### src/rtl/tone_frequency_meter_pkg.sv
// Shared defaults and state encodings for the tone frequency meter and its divider.
`timescale 1ns/1ps
package tone_frequency_meter_pkg;

    localparam int unsigned DEFAULT_ACCUMULATOR_BITS = 24;
    localparam int unsigned DEFAULT_FREQ_BITS        = 16;
    localparam int unsigned DEFAULT_PERIOD_BITS      = 24;

    typedef enum logic {
        StUnarmed,
        StArmed
    } meas_state_e;

    typedef enum logic [1:0] {
        StDivIdle,
        StDivRun,
        StDivDone
    } div_state_e;

endpackage

### src/rtl/tone_freq_divider.sv
// Iterative restoring divider, one quotient bit per cycle. The first bit is
// resolved in the same cycle the operands are loaded.
`timescale 1ns/1ps
module tone_freq_divider
    import tone_frequency_meter_pkg::*;
#(
    parameter int unsigned DIVIDEND_BITS = DEFAULT_ACCUMULATOR_BITS + 1,
    parameter int unsigned DIVISOR_BITS  = DEFAULT_PERIOD_BITS
) (
    input  logic                     clk,
    input  logic                     rst,
    input  logic                     start,
    input  logic                     abort,
    input  logic [DIVIDEND_BITS-1:0] dividend,
    input  logic [DIVISOR_BITS-1:0]  divisor,
    output logic                     busy,
    output logic                     done,
    output logic [DIVIDEND_BITS-1:0] quotient
);

    localparam int unsigned CountBits = $clog2(DIVIDEND_BITS + 1);

    div_state_e                 state_q, state_d;
    logic [CountBits-1:0]       cnt_q, cnt_d;
    logic [DIVIDEND_BITS-1:0]   dvd_q, dvd_d;
    logic [DIVISOR_BITS-1:0]    rem_q, rem_d;
    logic [DIVISOR_BITS-1:0]    dsr_q, dsr_d;

    logic                       load;
    logic [DIVISOR_BITS-1:0]    src_rem, src_dsr, diff_lo, step_rem;
    logic [DIVIDEND_BITS-1:0]   src_dvd, step_dvd;
    logic [DIVISOR_BITS:0]      trial;
    logic                       ge;

    // Dividend shifts out MSB-first while quotient bits shift in at the LSB.
    always_comb begin
        load     = start && (state_q == StDivIdle);
        src_rem  = load ? '0 : rem_q;
        src_dvd  = load ? dividend : dvd_q;
        src_dsr  = load ? divisor : dsr_q;
        trial    = {src_rem, src_dvd[DIVIDEND_BITS-1]};
        ge       = trial >= {1'b0, src_dsr};
        diff_lo  = trial[DIVISOR_BITS-1:0] - src_dsr;
        step_rem = ge ? diff_lo : trial[DIVISOR_BITS-1:0];
        step_dvd = {src_dvd[DIVIDEND_BITS-2:0], ge};
    end

    always_comb begin
        state_d = state_q;
        cnt_d   = cnt_q;
        dvd_d   = dvd_q;
        rem_d   = rem_q;
        dsr_d   = dsr_q;
        case (state_q)
            StDivIdle: begin
                if (load) begin
                    state_d = StDivRun;
                    cnt_d   = CountBits'(DIVIDEND_BITS - 1);
                    dvd_d   = step_dvd;
                    rem_d   = step_rem;
                    dsr_d   = divisor;
                end
            end
            StDivRun: begin
                dvd_d = step_dvd;
                rem_d = step_rem;
                cnt_d = cnt_q - 1'b1;
                if (cnt_q == CountBits'(1)) begin
                    state_d = StDivDone;
                end
            end
            default: state_d = StDivIdle;
        endcase
        if (abort) begin
            state_d = StDivIdle;
        end
    end

    always_ff @(posedge clk) begin
        if (rst) begin
            state_q <= StDivIdle;
            cnt_q   <= '0;
            dvd_q   <= '0;
            rem_q   <= '0;
            dsr_q   <= '0;
        end else begin
            state_q <= state_d;
            cnt_q   <= cnt_d;
            dvd_q   <= dvd_d;
            rem_q   <= rem_d;
            dsr_q   <= dsr_d;
        end
    end

    assign busy     = (state_q != StDivIdle);
    assign done     = (state_q == StDivDone);
    assign quotient = dvd_q;

endmodule

### src/rtl/tone_frequency_meter.sv
// Measures the period of an oscillator accumulator MSB and converts it back
// into the equivalent tone frequency word, round(2^ACCUMULATOR_BITS / period).
`timescale 1ns/1ps
module tone_frequency_meter
    import tone_frequency_meter_pkg::*;
#(
    parameter int unsigned ACCUMULATOR_BITS = DEFAULT_ACCUMULATOR_BITS,
    parameter int unsigned FREQ_BITS        = DEFAULT_FREQ_BITS,
    parameter int unsigned PERIOD_BITS      = DEFAULT_PERIOD_BITS
) (
    input  logic                   clk,
    input  logic                   rst,
    input  logic                   en,
    input  logic                   osc_msb,
    output logic [FREQ_BITS-1:0]   freq_word,
    output logic [PERIOD_BITS-1:0] period,
    output logic                   valid,
    output logic                   saturated,
    output logic                   timeout,
    output logic                   dropped
);

    localparam int unsigned            DivBits      = ACCUMULATOR_BITS + 1;
    localparam logic [DivBits-1:0]     DividendBase = DivBits'(1) << ACCUMULATOR_BITS;
    localparam logic [PERIOD_BITS-1:0] CountMax     = '1;

    meas_state_e              state_q, state_d;
    logic                     msb_q;
    logic [PERIOD_BITS-1:0]   cnt_q, cnt_d;
    logic [PERIOD_BITS-1:0]   cap_q, cap_d;
    logic [FREQ_BITS-1:0]     freq_q, freq_d;
    logic [PERIOD_BITS-1:0]   period_q, period_d;
    logic                     sat_q, sat_d;
    logic                     timeout_q, timeout_d;
    logic                     valid_q, valid_d;
    logic                     dropped_q, dropped_d;

    logic                     rise, launch, accept, q_sat;
    logic                     div_busy, div_done;
    logic [DivBits-1:0]       dividend, quotient;

    assign rise     = osc_msb & ~msb_q;
    assign launch   = en && (state_q == StArmed) && rise && !div_busy;
    // Adding half the divisor turns the truncating divide into round-to-nearest.
    assign dividend = DividendBase + DivBits'(cnt_q >> 1);
    assign accept   = div_done && en;
    assign q_sat    = |quotient[DivBits-1:FREQ_BITS];

    tone_freq_divider #(
        .DIVIDEND_BITS (DivBits),
        .DIVISOR_BITS  (PERIOD_BITS)
    ) u_divider (
        .clk      (clk),
        .rst      (rst),
        .start    (launch),
        .abort    (~en),
        .dividend (dividend),
        .divisor  (cnt_q),
        .busy     (div_busy),
        .done     (div_done),
        .quotient (quotient)
    );

    always_comb begin
        state_d   = state_q;
        cnt_d     = cnt_q;
        cap_d     = cap_q;
        freq_d    = freq_q;
        period_d  = period_q;
        sat_d     = sat_q;
        timeout_d = timeout_q;
        valid_d   = 1'b0;
        dropped_d = 1'b0;

        if (accept) begin
            valid_d   = 1'b1;
            freq_d    = q_sat ? '1 : quotient[FREQ_BITS-1:0];
            sat_d     = q_sat;
            period_d  = cap_q;
            timeout_d = 1'b0;
        end

        if (!en) begin
            state_d = StUnarmed;
            cnt_d   = '0;
        end else begin
            case (state_q)
                StUnarmed: begin
                    cnt_d = '0;
                    if (rise) begin
                        state_d   = StArmed;
                        cnt_d     = PERIOD_BITS'(1);
                        timeout_d = 1'b0;
                    end
                end
                default: begin
                    if (rise) begin
                        cnt_d = PERIOD_BITS'(1);
                        if (div_busy) begin
                            dropped_d = 1'b1;
                        end else begin
                            cap_d = cnt_q;
                        end
                    end else if (cnt_q == CountMax) begin
                        freq_d    = '0;
                        period_d  = '1;
                        sat_d     = 1'b0;
                        timeout_d = 1'b1;
                        valid_d   = 1'b1;
                        state_d   = StUnarmed;
                        cnt_d     = '0;
                    end else begin
                        cnt_d = cnt_q + 1'b1;
                    end
                end
            endcase
        end
    end

    always_ff @(posedge clk) begin
        if (rst) begin
            state_q   <= StUnarmed;
            msb_q     <= 1'b0;
            cnt_q     <= '0;
            cap_q     <= '0;
            freq_q    <= '0;
            period_q  <= '0;
            sat_q     <= 1'b0;
            timeout_q <= 1'b0;
            valid_q   <= 1'b0;
            dropped_q <= 1'b0;
        end else begin
            state_q   <= state_d;
            msb_q     <= osc_msb;
            cnt_q     <= cnt_d;
            cap_q     <= cap_d;
            freq_q    <= freq_d;
            period_q  <= period_d;
            sat_q     <= sat_d;
            timeout_q <= timeout_d;
            valid_q   <= valid_d;
            dropped_q <= dropped_d;
        end
    end

    assign freq_word = freq_q;
    assign period    = period_q;
    assign valid     = valid_q;
    assign saturated = sat_q;
    assign timeout   = timeout_q;
    assign dropped   = dropped_q;

endmodule

### config.mk
export PLATFORM = sky130hd
export DESIGN_NAME = tone_frequency_meter
export DESIGN_NICKNAME = d
export VERILOG_FILES = /design/src/rtl/tone_frequency_meter_pkg.sv /design/src/rtl/tone_freq_divider.sv /design/src/rtl/tone_frequency_meter.sv
export SDC_FILE = /design/constraint.sdc
export NUM_CORES = 1
export LEC_CHECK = 0
export ABC_AREA = 1
export CAP_MARGIN = 15
export CORE_ASPECT_RATIO = 0.9
export CORE_MARGIN = 5
export CORE_UTILIZATION = 45
export CTS_CLUSTER_DIAMETER = 40
export DETAILED_ROUTE_END_ITERATION = 10
export RECOVER_POWER = 50
export SKIP_CTS_REPAIR_TIMING = 1
export SYNTH_ARGS = -nofsm -noshare
export SYNTH_HDL_FRONTEND = slang
export SYNTH_SLANG_ARGS = --single-unit
### constraint.sdc
create_clock -name clk -period 4.33 [get_ports clk]
set_input_delay 0.866 -clock clk [delete_from_list [all_inputs] [get_ports clk]]
set_output_delay 0.866 -clock clk [all_outputs]
set_load 0.1 [all_outputs]
# Yosys cells after proc, flatten, opt, wreduce, memory -nomap -nowiden

Index checks and enable logic that the tools add are counted.

Memories: 0
Latch bits: 0
Output and inout bits: 44
Memory bits (read-only): 0
Bits of input ports: 4
Memory bits (writable): 0
Register bits after elaboration: 174
Word-level logic and storage cells: 96

Muxes and demuxes: 49
$lt $le $gt $ge: 1
Shift operators: 0
Divide/modulo/power cells: 0
Bitwise logic cells: 6
Add/sub/neg operators: 4
Multiply operators: 0
Reductions and logical operators: 15
Equality and inequality tests: 6

Operator list:

| cell                                                                     | count |
|---|---|
| 24-bit two-way mux                                                       | 12 |
| 16-bit two-way mux                                                       | 6 |
| 25-bit two-way mux                                                       | 2 |
| 25-bit case mux with 2 select lines                                      | 1 |
| 24-bit case mux with 2 select lines                                      | 1 |
| 25-bit by 23-bit adder with 25-bit output (first input constant)         | 1 |
| 25-bit by 24-bit >= comparator with 1-bit output                         | 1 |
| 24-bit by 1-bit adder with 24-bit output (second input constant)         | 1 |
| 24-bit == test (second input constant)                                   | 1 |
| 24-bit subtractor                                                        | 1 |
| 1-bit two-way mux                                                        | 22 |
| 5-bit case mux with 2 select lines                                       | 1 |
| 9-bit OR reduction                                                       | 1 |
| 5-bit by 1-bit == test with 1-bit output (second input constant)         | 1 |
| 1-bit logical AND                                                        | 5 |
| 5-bit two-way mux                                                        | 1 |
| 1-bit inverter                                                           | 5 |
| 5-bit by 1-bit subtractor with 5-bit output (second input constant)      | 1 |
| 2-bit two-way mux                                                        | 2 |
| 2-bit by 1-bit inequality test with 1-bit output (second input constant) | 2 |
| 2-bit case mux with 2 select lines                                       | 1 |
| 2-bit AND reduction                                                      | 2 |
| 4-bit AND reduction                                                      | 1 |
| 2-bit nonzero test                                                       | 2 |
| 7 further kinds                                                          | 7 |

# Longest topological paths before layout

Gate-level depths: netlist (run 1).

Word-level depth: 10
Gate-level depth with buffers: 27
Depth with buffers taken out: 23

# Cells and area by module

From an unflattened synthesis (run 1), not the netlist that was laid out.

Cells, all modules: 1235
Area total of the unflattened synthesis: 8864.8 um^2

By module, submodules not included:

| module               | area an instance (um^2) | sequential area each (um^2) | instances | cells each |
|---|---|---|---|---|
| tone_freq_divider    | 5052.3                  | 1601.5                      | 1         | 753 |
| tone_frequency_meter | 3812.4                  | 1881.8                      | 1         | 482 |

# Least setup slack after synthesis (run 1)

No wires, ideal clock.

Path kind: in2reg
Start point: in osc_msb
End point: reg u_divider.rem_q[12]
Path slack: 0.540 ns
Buffers on the path: 3
Stages: 22
Library setup time: 0.110 ns
Arrival time: 3.680 ns
Required time: 4.220 ns
Cell sequence: inv_1 -> nor2_4 -> nand2_1 -> nor2_1 -> clkbuf_1 -> clkbuf_1 -> nand2_1 -> nand2_1 -> inv_1 -> ha_1 -> nand2_1 -> nor2_1 -> inv_1 -> nor3_1 -> nand2_1 -> o31ai_2 -> inv_2 -> buf_1 -> nand3_1 -> nand3_1 -> nand3_1 -> inv_1

Longest elaborated chain between the ends: 9
Elaborated cells on any way between the ends: 14
Classes of those cells: add/sub: 1; order compare: 1; eq/ne: 1; mux: 6; bitwise: 1; reduce/logical: 4

Ends and longest elaborated chain:

| what                                                                                  | line                                             | RTL |
|---|---|---|
| start, declared                                                                       | tone_frequency_meter.sv:14                       | `input logic osc_msb,` |
| 1-bit bitwise AND *                                                                   | tone_frequency_meter.sv:42                       | `assign rise = osc_msb & ~msb_q;` |
| 1-bit logical AND * (2 in a row)                                                      | tone_frequency_meter.sv:43                       | `assign launch = en && (state_q == StArmed) && rise && !div_busy;` |
| 1-bit logical AND *                                                                   | tone_freq_divider.sv:37                          | `load = start && (state_q == StDivIdle);` |
| 25-bit two-way mux (tied with other cells)                                            | tone_freq_divider.sv:39                          | `src_dvd = load ? dividend : dvd_q;` |
| 24-bit subtractor or 25-bit by 24-bit >= comparator with 1-bit output (tied branches) | tone_freq_divider.sv:43, tone_freq_divider.sv:42 |  |
| 24-bit two-way mux                                                                    | tone_freq_divider.sv:44                          | `step_rem = ge ? diff_lo : trial[DIVISOR_BITS-1:0];` |
| 24-bit two-way mux                                                                    | tone_freq_divider.sv:56                          | `if (load) begin` |
| 24-bit case mux with 2 select lines                                                   | tone_freq_divider.sv:54                          | `case (state_q)` |
| end signal, assigned                                                                  | tone_freq_divider.sv:90                          | `rem_q <= rem_d;` |
| end, declared                                                                         | tone_freq_divider.sv:26                          | `logic [DIVISOR_BITS-1:0] rem_q, rem_d;` |

Every way passes the cells marked *; elsewhere a longest branch is shown, timed or not. The select of a mux whose other input is x is not followed.
A chain may end at the register's enable or synchronous reset.

# Final worst setup path (run 1)

Start point: in en
End point: reg u_divider.rem_q[22]

Longest elaborated chain between the ends: 9
Elaborated cells on any way between the ends: 14
Classes of those cells: add/sub: 1; order compare: 1; eq/ne: 1; mux: 6; reduce/logical: 5

Ends and longest elaborated chain:

| what                                                                                  | line                                             | RTL |
|---|---|---|
| start, declared                                                                       | tone_frequency_meter.sv:13                       | `input logic en,` |
| 1-bit logical AND * (3 in a row)                                                      | tone_frequency_meter.sv:43                       |  |
| 1-bit logical AND *                                                                   | tone_freq_divider.sv:37                          |  |
| 25-bit two-way mux (tied with other cells)                                            | tone_freq_divider.sv:39                          |  |
| 24-bit subtractor or 25-bit by 24-bit >= comparator with 1-bit output (tied branches) | tone_freq_divider.sv:43, tone_freq_divider.sv:42 |  |
| 24-bit two-way mux                                                                    | tone_freq_divider.sv:44                          |  |
| 24-bit two-way mux                                                                    | tone_freq_divider.sv:56                          |  |
| 24-bit case mux with 2 select lines                                                   | tone_freq_divider.sv:54                          |  |

Marked as above.

==> results of run 1 <==
[path summary, 6_finish.rpt]
kind,endpoint,cells after the start
worst min-delay path,cap_q[15],2
worst max-delay path,u_divider.rem_q[22],22
worst max register to register,u_divider.rem_q[22],20
worst min register to register,cap_q[15],2
[per-stage QoR]
step	setup WS, ps	setup TNS (ps)	hold slack, ps	power, mW
final	334	0	470	3.59
after global routing	104	0	477	3.74
after CTS	375	0	467	3.62
after detailed placement	-55.6	-135	456	2.06
after global placement	-48.5	-48.5	452	2.06
after floorplan	540	0	441	1.93
[flip-flops by register name, indices dropped and copies added, names as in the netlist, named ones only]
| signal | flops |
|---|---|
| valid | 1 |
| cnt_q | 24 |
| freq_word | 16 |
| u_divider.quotient | 25 |
| saturated | 1 |
| timeout | 1 |
| u_divider.dsr_q | 22 |
| period | 24 |
| dropped | 1 |
| u_divider.rem_q | 24 |
| msb_q | 1 |
| u_divider.cnt_q | 5 |
| cap_q | 24 |
| u_divider.state_q | 2 |
| state_q | 1 |
[where the power goes]
part	switching [mW]	internal, mW	leakage (nW)
clock network	0.735	0.826	0.285
logic	0.274	0.145	3.20
registers	0.00487	1.61	1.40
[layout make-up]
cell class | count | area [µm²]
Multi-Input combinational cell | 891 | 4370
Clock buffer | 18 | 429
Clock inverter | 14 | 166
Inverter | 177 | 664
Timing Repair Buffer | 121 | 971
Tap cell | 250 | 313
Sequential cell | 174 | 3480
Fill cell | 1949 | 8770
[cells in the final DEF, fill, tap and decap left out, types with 4 or more instances in the layout]
master,synthesis,layout
a21o_1,5,5
a21oi_1,76,76
a31oi_1,28,28
buf_4,0,46
clkbuf_1,36,25
clkbuf_16,0,17
clkdlybuf4s50_1,0,36
dfxtp_1,174,174
dlygate4sd3_1,0,10
ha_1,27,27
inv_1,171,171
inv_2,6,6
inv_6,0,4
inv_8,0,4
nand2_1,361,361
nand2_2,8,8
nand3_1,100,100
nand4_1,15,15
nor2_1,140,140
nor3_1,21,20
nor3b_1,8,8
o21ai_0,27,27
o21bai_1,5,5
o22ai_1,16,16
xnor2_1,5,5
xor2_1,14,14
[per-layer routing]
metal	wire length [µm]	part of all wire, %	vias to the layer above	global-route usage (%)
met5	0	0	-	0
met1	12000	47	3898	32.2
met2	11500	45	252	36.4
met4	584	2.3	0	7.65
li1	-	-	4315	-
met3	1280	5.1	39	3.86
[cells by family (layout without fill, tap and decap cells)]
logic type,after synthesis,count (layout)
xor gates and xnor gates,19,19
and+or+nand+nor,673,673
AOI/OAI and AO/OA,171,171
adders and majority gates,28,28
buffers and inverters,232,330
DFF,174,174
[worst register-to-register path: stages, from the launching register on]
cell,delay [ps]
dfxtp_1,360
nor2_4,220
inv_1,80
nor2_2,180
buf_4,270
buf_4,210
nor2_1,70
ha_1,340
a21o_1,190
a21oi_1,180
nand2_1,120
nand3_1,130
nand2_2,90
nand2_2,90
nand2_2,60
nand2_2,70
nand2_4,60
nand2_4,110
nand3_1,210
o21bai_1,220
nor2_1,60
==> flow_summary.json, run 1 <==
{
  "drt_iter0_markers": 661,
  "post_dp_hpwl_um": 18600,
  "post_synth_xor_area_fraction_pct": 1.90,
  "violations_in_the_final_reports": "capacitance limit, slew limit",
  "status": "finished with violations",
  "worstSetupEndpointType": "register",
  "cts.clk_slew.worst_paths_ps": 70,
  "detailed_place.area_um2": 9890,
  "area.growth.synth_to_final_pct": 18.5,
  "max_cap_viol_count": 2,
  "floorplan.die.width_um": 157,
  "timing.critical_path.arrival_ps": 4320,
  "relSlewSlack_pct": -64.1,
  "cp_class": "in -> reg",
  "timing.final.hold_violations": 0,
  "num_io_pins": 48,
  "worst_setup_path_start_kind": "primary input",
  "compound_cell_area_share_of_the_yosys_netlist_pct": 11.1,
  "total_routing_usage_gr_pct": 23.0,
  "synth_nets": 1329,
  "grt_pass1_wl_um": 41100,
  "synth.lib_cells_used.distinct": 44,
  "crit_path_max_incr_delay_ps": 510,
  "synth_most_common_cell": "nand2_1",
  "start_util_pct": 45.8,
  "synth_enable_flop_cells": 0,
  "final_period_minus_worst_setup_slack_ps": 4000,
  "dominant_cell_type_by_area_after_synthesis": "dfxtp_1",
  "yosysTopAreaCellShare_pct": 39.7,
  "grt_start_max_net_pins": 56,
  "post-route-period-util_pct": 92.3,
  "power.leakage_nw": 4.89,
  "critical_path_top_delay_cell": "clkdlybuf4s50_1",
  "drv_slew": 87,
  "critical_path.max_fanout": 16,
  "placement_rows": 48,
  "post_synth_and_or_nand_nor_area_fraction_pct": 32.7,
  "skew_ps": 13.9,
  "utilization_pct": 54.2,
  "diodes": 0,
  "drt_pass1_iterations": 7,
  "cts.sink_count": 174,
  "max_freq_mhz": 250,
  "critical-path-top-cell-by-count": "nand2_2",
  "req_time_crit_path_ps": 4650,
  "cp_num_buf_inv": 4,
  "fp.coreArea_um2": 19200,
  "critical_path.top_delay_family": "simple AND/OR/NAND/NOR gates",
  "design_area_um2": 10400,
  "synth-warning-count": 0,
  "cts_root_buf": "clkbuf_16",
  "tritoncts": "yes",
  "timing.critical_path.cells": "clkdlybuf4s50_1 -> nand2_1 -> inv_2 -> nand2_1 -> nor2_2 -> buf_4 -> buf_4 -> nor2_1 -> ha_1 -> a21o_1 -> a21oi_1 -> nand2_1 -> nand3_1 -> nand2_2 -> nand2_2 -> nand2_2 -> nand2_2 -> nand2_4 -> nand2_4 -> nand3_1 -> o21bai_1 -> nor2_1",
  "globalRouteOverflowTotal": 0,
  "h-tree-depth": 4,
  "layout-drive-gt1-share_pct": 7.89,
  "avgRoutedWirePerCell_um": 15.4,
  "vias_in_the_first_global_route": 7785,
  "nets": 1414,
  "detail_route.wirelength_um": 25300,
  "numCtsBuffers": 17,
  "combinational_family_with_the_most_area_after_synthesis": "simple AND/OR/NAND/NOR gates",
  "critPathLaunch": "en",
  "syn_area_per_cell_um2": 6.76,
  "floorplan.die.height_um": 142,
  "number_of_nets_with_antenna_violations_after_detailed_routing": 0,
  "synth_seq_area_share_pct": 39.7,
  "routed-via-count": 8504,
  "dieArea_um2": 22400,
  "synth_adder_area_share_pct": 4.08,
  "power_density_nw_per_um2": 346,
  "clk_latency_ps": 440,
  "worst_hold_startpoint": "cap_q[15]",
  "setup_violating_endpoint_count_in_the_final_report": 0,
  "holdCritPathClass": "reg -> reg",
  "synth.cells.most_frequent": "nand2_1 (361), dfxtp_1 (174), inv_1 (171)",
  "startpoint_of_the_lowest_slack_register_to_register_path": "u_divider.state_q[1]",
  "synthesized_instance_count": 1297,
  "synth_area_leaders": "dfxtp_1 (40%), nand2_1 (15%), inv_1 (7.3%)",
  "post-route-drc-count": 0,
  "synth_flop_cell": "dfxtp_1",
  "post_syn_area_um2": 8770,
  "dp.cells": 1612,
  "maximum_root_to_sink_buffer_count": 2,
  "ys_ff_latch": 174,
  "worst_pin_slew_ps": 2460,
  "rsz_0062_raised_after_global_routing": "false",
  "irDropWorstVdd_mv": 0.250,
  "avgViaCountPerCell": 5.17,
  "worst-r2r-setup-slack_ps": 900,
  "numPortBuffers": 47,
  "synthArstFlopShare_pct": 0,
  "grt_antenna_before_repair": 0,
  "synth.area.mux_share_pct": 0,
  "finalNonFillerCells": 1645,
  "place_congestion": 0.954
}
(Power assumes the default switching activity.)
==> run 2, diff against run 1 <==
Settings changed: ABC_AREA 1 to unset.
==> run 2 against run 1 <==
The run now ends clean. Via count is 12% lower. Sequential cell count stayed put. Synthesized cell count is 24% lower. Highest routed layer unchanged.
==> flow_summary.json, run 2 <==
{
  "dominant_cell_type_by_area_after_synthesis": "dfxtp_1",
  "holdCritPathClass": "reg -> reg",
  "fp.coreArea_um2": 17500,
  "holdPathEnd": "cap_q[2]",
  "synth_most_common_cell": "nand2_1",
  "min_path_cells": 2,
  "detail_route.wirelength_um": 22400,
  "layout-drive-gt1-share_pct": 14.6,
  "grt_start_max_net_pins": 54,
  "syn_area_per_cell_um2": 8.14,
  "cts_root_buf": "clkbuf_16",
  "drt_iter0_markers": 569,
  "mostFrequentLayoutCell": "nand2_1",
  "numCtsBuffers": 17,
  "critical_path.max_fanout": 17,
  "area.growth.synth_to_final_pct": 25.7,
  "regToRegEndpoint": "u_divider.rem_q[11]",
  "post_dp_hpwl_um": 16500,
  "synthesized_instance_count": 980,
  "timing.critical_path.arrival_ps": 4460,
  "number_of_nets_with_antenna_violations_after_detailed_routing": 0,
  "post-route-period-util_pct": 94.6,
  "worst_hold_startpoint": "cap_q[2]",
  "maximum_root_to_sink_buffer_count": 2,
  "avgRoutedWirePerCell_um": 16.4,
  "power.leakage_nw": 3.83,
  "post_synth_xor_area_fraction_pct": 3.95,
  "final.setup.worst_slack_ps": 235,
  "placement_rows": 46,
  "floorplan.die.height_um": 136,
  "ff2ff_path_depth": 17,
  "fin_total_pwr_mw": 3.37,
  "finalHoldWorstSlack_ps": 458,
  "synth.cells.most_frequent": "nand2_1 (180), dfxtp_1 (174), nor2_1 (112)",
  "cp_class": "in -> reg",
  "grt_antenna_before_repair": 0,
  "place_congestion": 0.927,
  "worst_pin_slew_ps": 1150,
  "crit_path_max_incr_delay_ps": 560,
  "max_freq_mhz": 244,
  "synth.lib_cells_used.distinct": 65,
  "final_period_minus_worst_setup_slack_ps": 4100,
  "critical-path-top-cell-by-count": "buf_4",
  "floorplan.die.width_um": 150,
  "synth_adder_area_share_pct": 4.49,
  "max_cap_viol_count": 0,
  "timing.critical_path.cells": "clkdlybuf4s50_1 -> and4b_1 -> nand2_4 -> buf_4 -> buf_4 -> and2_1 -> ha_1 -> and4_1 -> nand2_1 -> a2111oi_4 -> o21ai_2 -> buf_4 -> a21oi_2 -> buf_4 -> o21ai_0 -> a31oi_1",
  "synth-warning-count": 0,
  "pre_cts_ws_ps": -322,
  "grt_pass1_wl_um": 35900,
  "irDropWorstVdd_mv": 0.270,
  "drt_pass1_iterations": 5,
  "ys_ff_latch": 174,
  "routed-via-count": 7449,
  "h-tree-depth": 4,
  "num_io_pins": 48,
  "combinational_family_with_the_most_area_after_synthesis": "simple AND/OR/NAND/NOR gates",
  "power_density_nw_per_um2": 336,
  "relSlewSlack_pct": 23.5,
  "tritoncts": "yes",
  "synthArstFlopShare_pct": 0,
  "globalRouteOverflowTotal": 0,
  "status": "completed",
  "skew_ps": 8.40,
  "diodes": 0,
  "synth_area_leaders": "dfxtp_1 (44%), nand2_1 (8.5%), nor2_1 (5.3%)",
  "cts.sink_count": 174,
  "cts.clk_slew.worst_paths_ps": 70,
  "synth_flop_cell": "dfxtp_1",
  "post-route-drc-count": 0,
  "nets": 1148,
  "finalNonFillerCells": 1369,
  "synth_seq_area_share_pct": 43.7,
  "compound_cell_area_share_of_the_yosys_netlist_pct": 20.6,
  "worstSetupEndpointType": "register",
  "avgViaCountPerCell": 5.44,
  "worst_setup_path_start_kind": "primary input",
  "setup_violating_endpoint_count_in_the_final_report": 0,
  "startpoint_of_the_lowest_slack_register_to_register_path": "u_divider.state_q[1]",
  "synth.area.mux_share_pct": 0.251,
  "final_cell_mix": "nand2_1 (179), dfxtp_1 (174), buf_4 (115), nor2_1 (113), a21oi_1 (69)",
  "dp.cells": 1336,
  "numPortBuffers": 47,
  "yosysTopAreaCellShare_pct": 43.7,
  "critical_path_top_delay_cell": "clkdlybuf4s50_1",
  "drv_slew": 0,
  "worst-r2r-setup-slack_ps": 690,
  "synth_enable_flop_cells": 0,
  "total_routing_usage_gr_pct": 22.2,
  "timing.final.hold_violations": 0,
  "post_synth_and_or_nand_nor_area_fraction_pct": 22.7,
  "start_util_pct": 45.6,
  "synth_nets": 1012,
  "post_syn_area_um2": 7970,
  "req_time_crit_path_ps": 4690,
  "largest_register_ffs": 25,
  "vias_in_the_first_global_route": 6940,
  "dieArea_um2": 20500,
  "clk_latency_ps": 440
}
## run 2: cell count changes after synthesis, moves of 23 or more
cell and change:
nor2_1 -28, nand3_1 -77, inv_1 -151, a21boi_0 +23, and2_1 +24, a31oi_1 +24, nand2_1 -181
## run 2: cells by family (layout without fill, tap and decap cells)
kind of cell	count (synthesis)	after routing
muxes	2	2
xor gates and xnor gates	36	36
DFF	174	174
AOI/OAI and AO/OA	255	255
and+or+nand+nor	406	406
buffers and inverters	79	228
adders and majority gates	28	28
## run 2: critical path, delay by kind of cell
family,cells,cell delay [ps]
compound gates,5,950
buf+inv,5,1300
simple gates,5,1010
fa+ha+maj,1,310
## run 2: worst max-delay path by stage
| stage | from | end | slack (ps) |
|---|---|---|---|
| finish | osc_msb | u_divider.rem_q[11] | 230 |
| global route | osc_msb | u_divider.rem_q[1] | -6 |
| CTS | osc_msb | u_divider.rem_q[14] | 100 |
| detailed placement | osc_msb | u_divider.rem_q[22] | -320 |
| global placement | en | u_divider.rem_q[22] | -340 |
| floorplan | en | u_divider.rem_q[15] | 50 |
## run 2: per-layer routing
| layer | wire length (µm) | part of all wire [%] | global-route usage (%) | vias up |
|---|---|---|---|---|
| met2 | 10200 | 45 | 34.4 | 183 |
| met5 | 0 | 0 | 0 | - |
| met1 | 10600 | 47 | 31.0 | 3506 |
| li1 | - | - | - | 3723 |
| met4 | 494 | 2.2 | 7.93 | 0 |
| met3 | 1140 | 5.1 | 3.83 | 37 |
## run 2: area by class of cell
cell class | instances | area (µm²)
Multi-Input combinational cell | 727 | 4180
Tap cell | 240 | 300
Inverter | 20 | 75.1
Timing Repair Buffer | 176 | 1410
Fill cell | 1674 | 7470
Clock inverter | 15 | 149
Sequential cell | 174 | 3480
Clock buffer | 17 | 425
## run 2: stage by stage
step	utilization (%)	instance area (µm²)	setup TNS, ps
floorplan	-	7970	0
global placement	54.1	9470	-5710
detailed placement	54.1	9470	-6210
CTS	57.4	10000	0
global route	57.3	10000	-7.63
finish	57.3	10000	0
## run 2: power breakdown
part / leakage [nW] / switching [mW] / internal (mW)
sequential: 1.40 / 0.00650 / 1.61
combinational: 2.16 / 0.146 / 0.118
clock: 0.268 / 0.726 / 0.764
total: 3.83 / 0.878 / 2.49
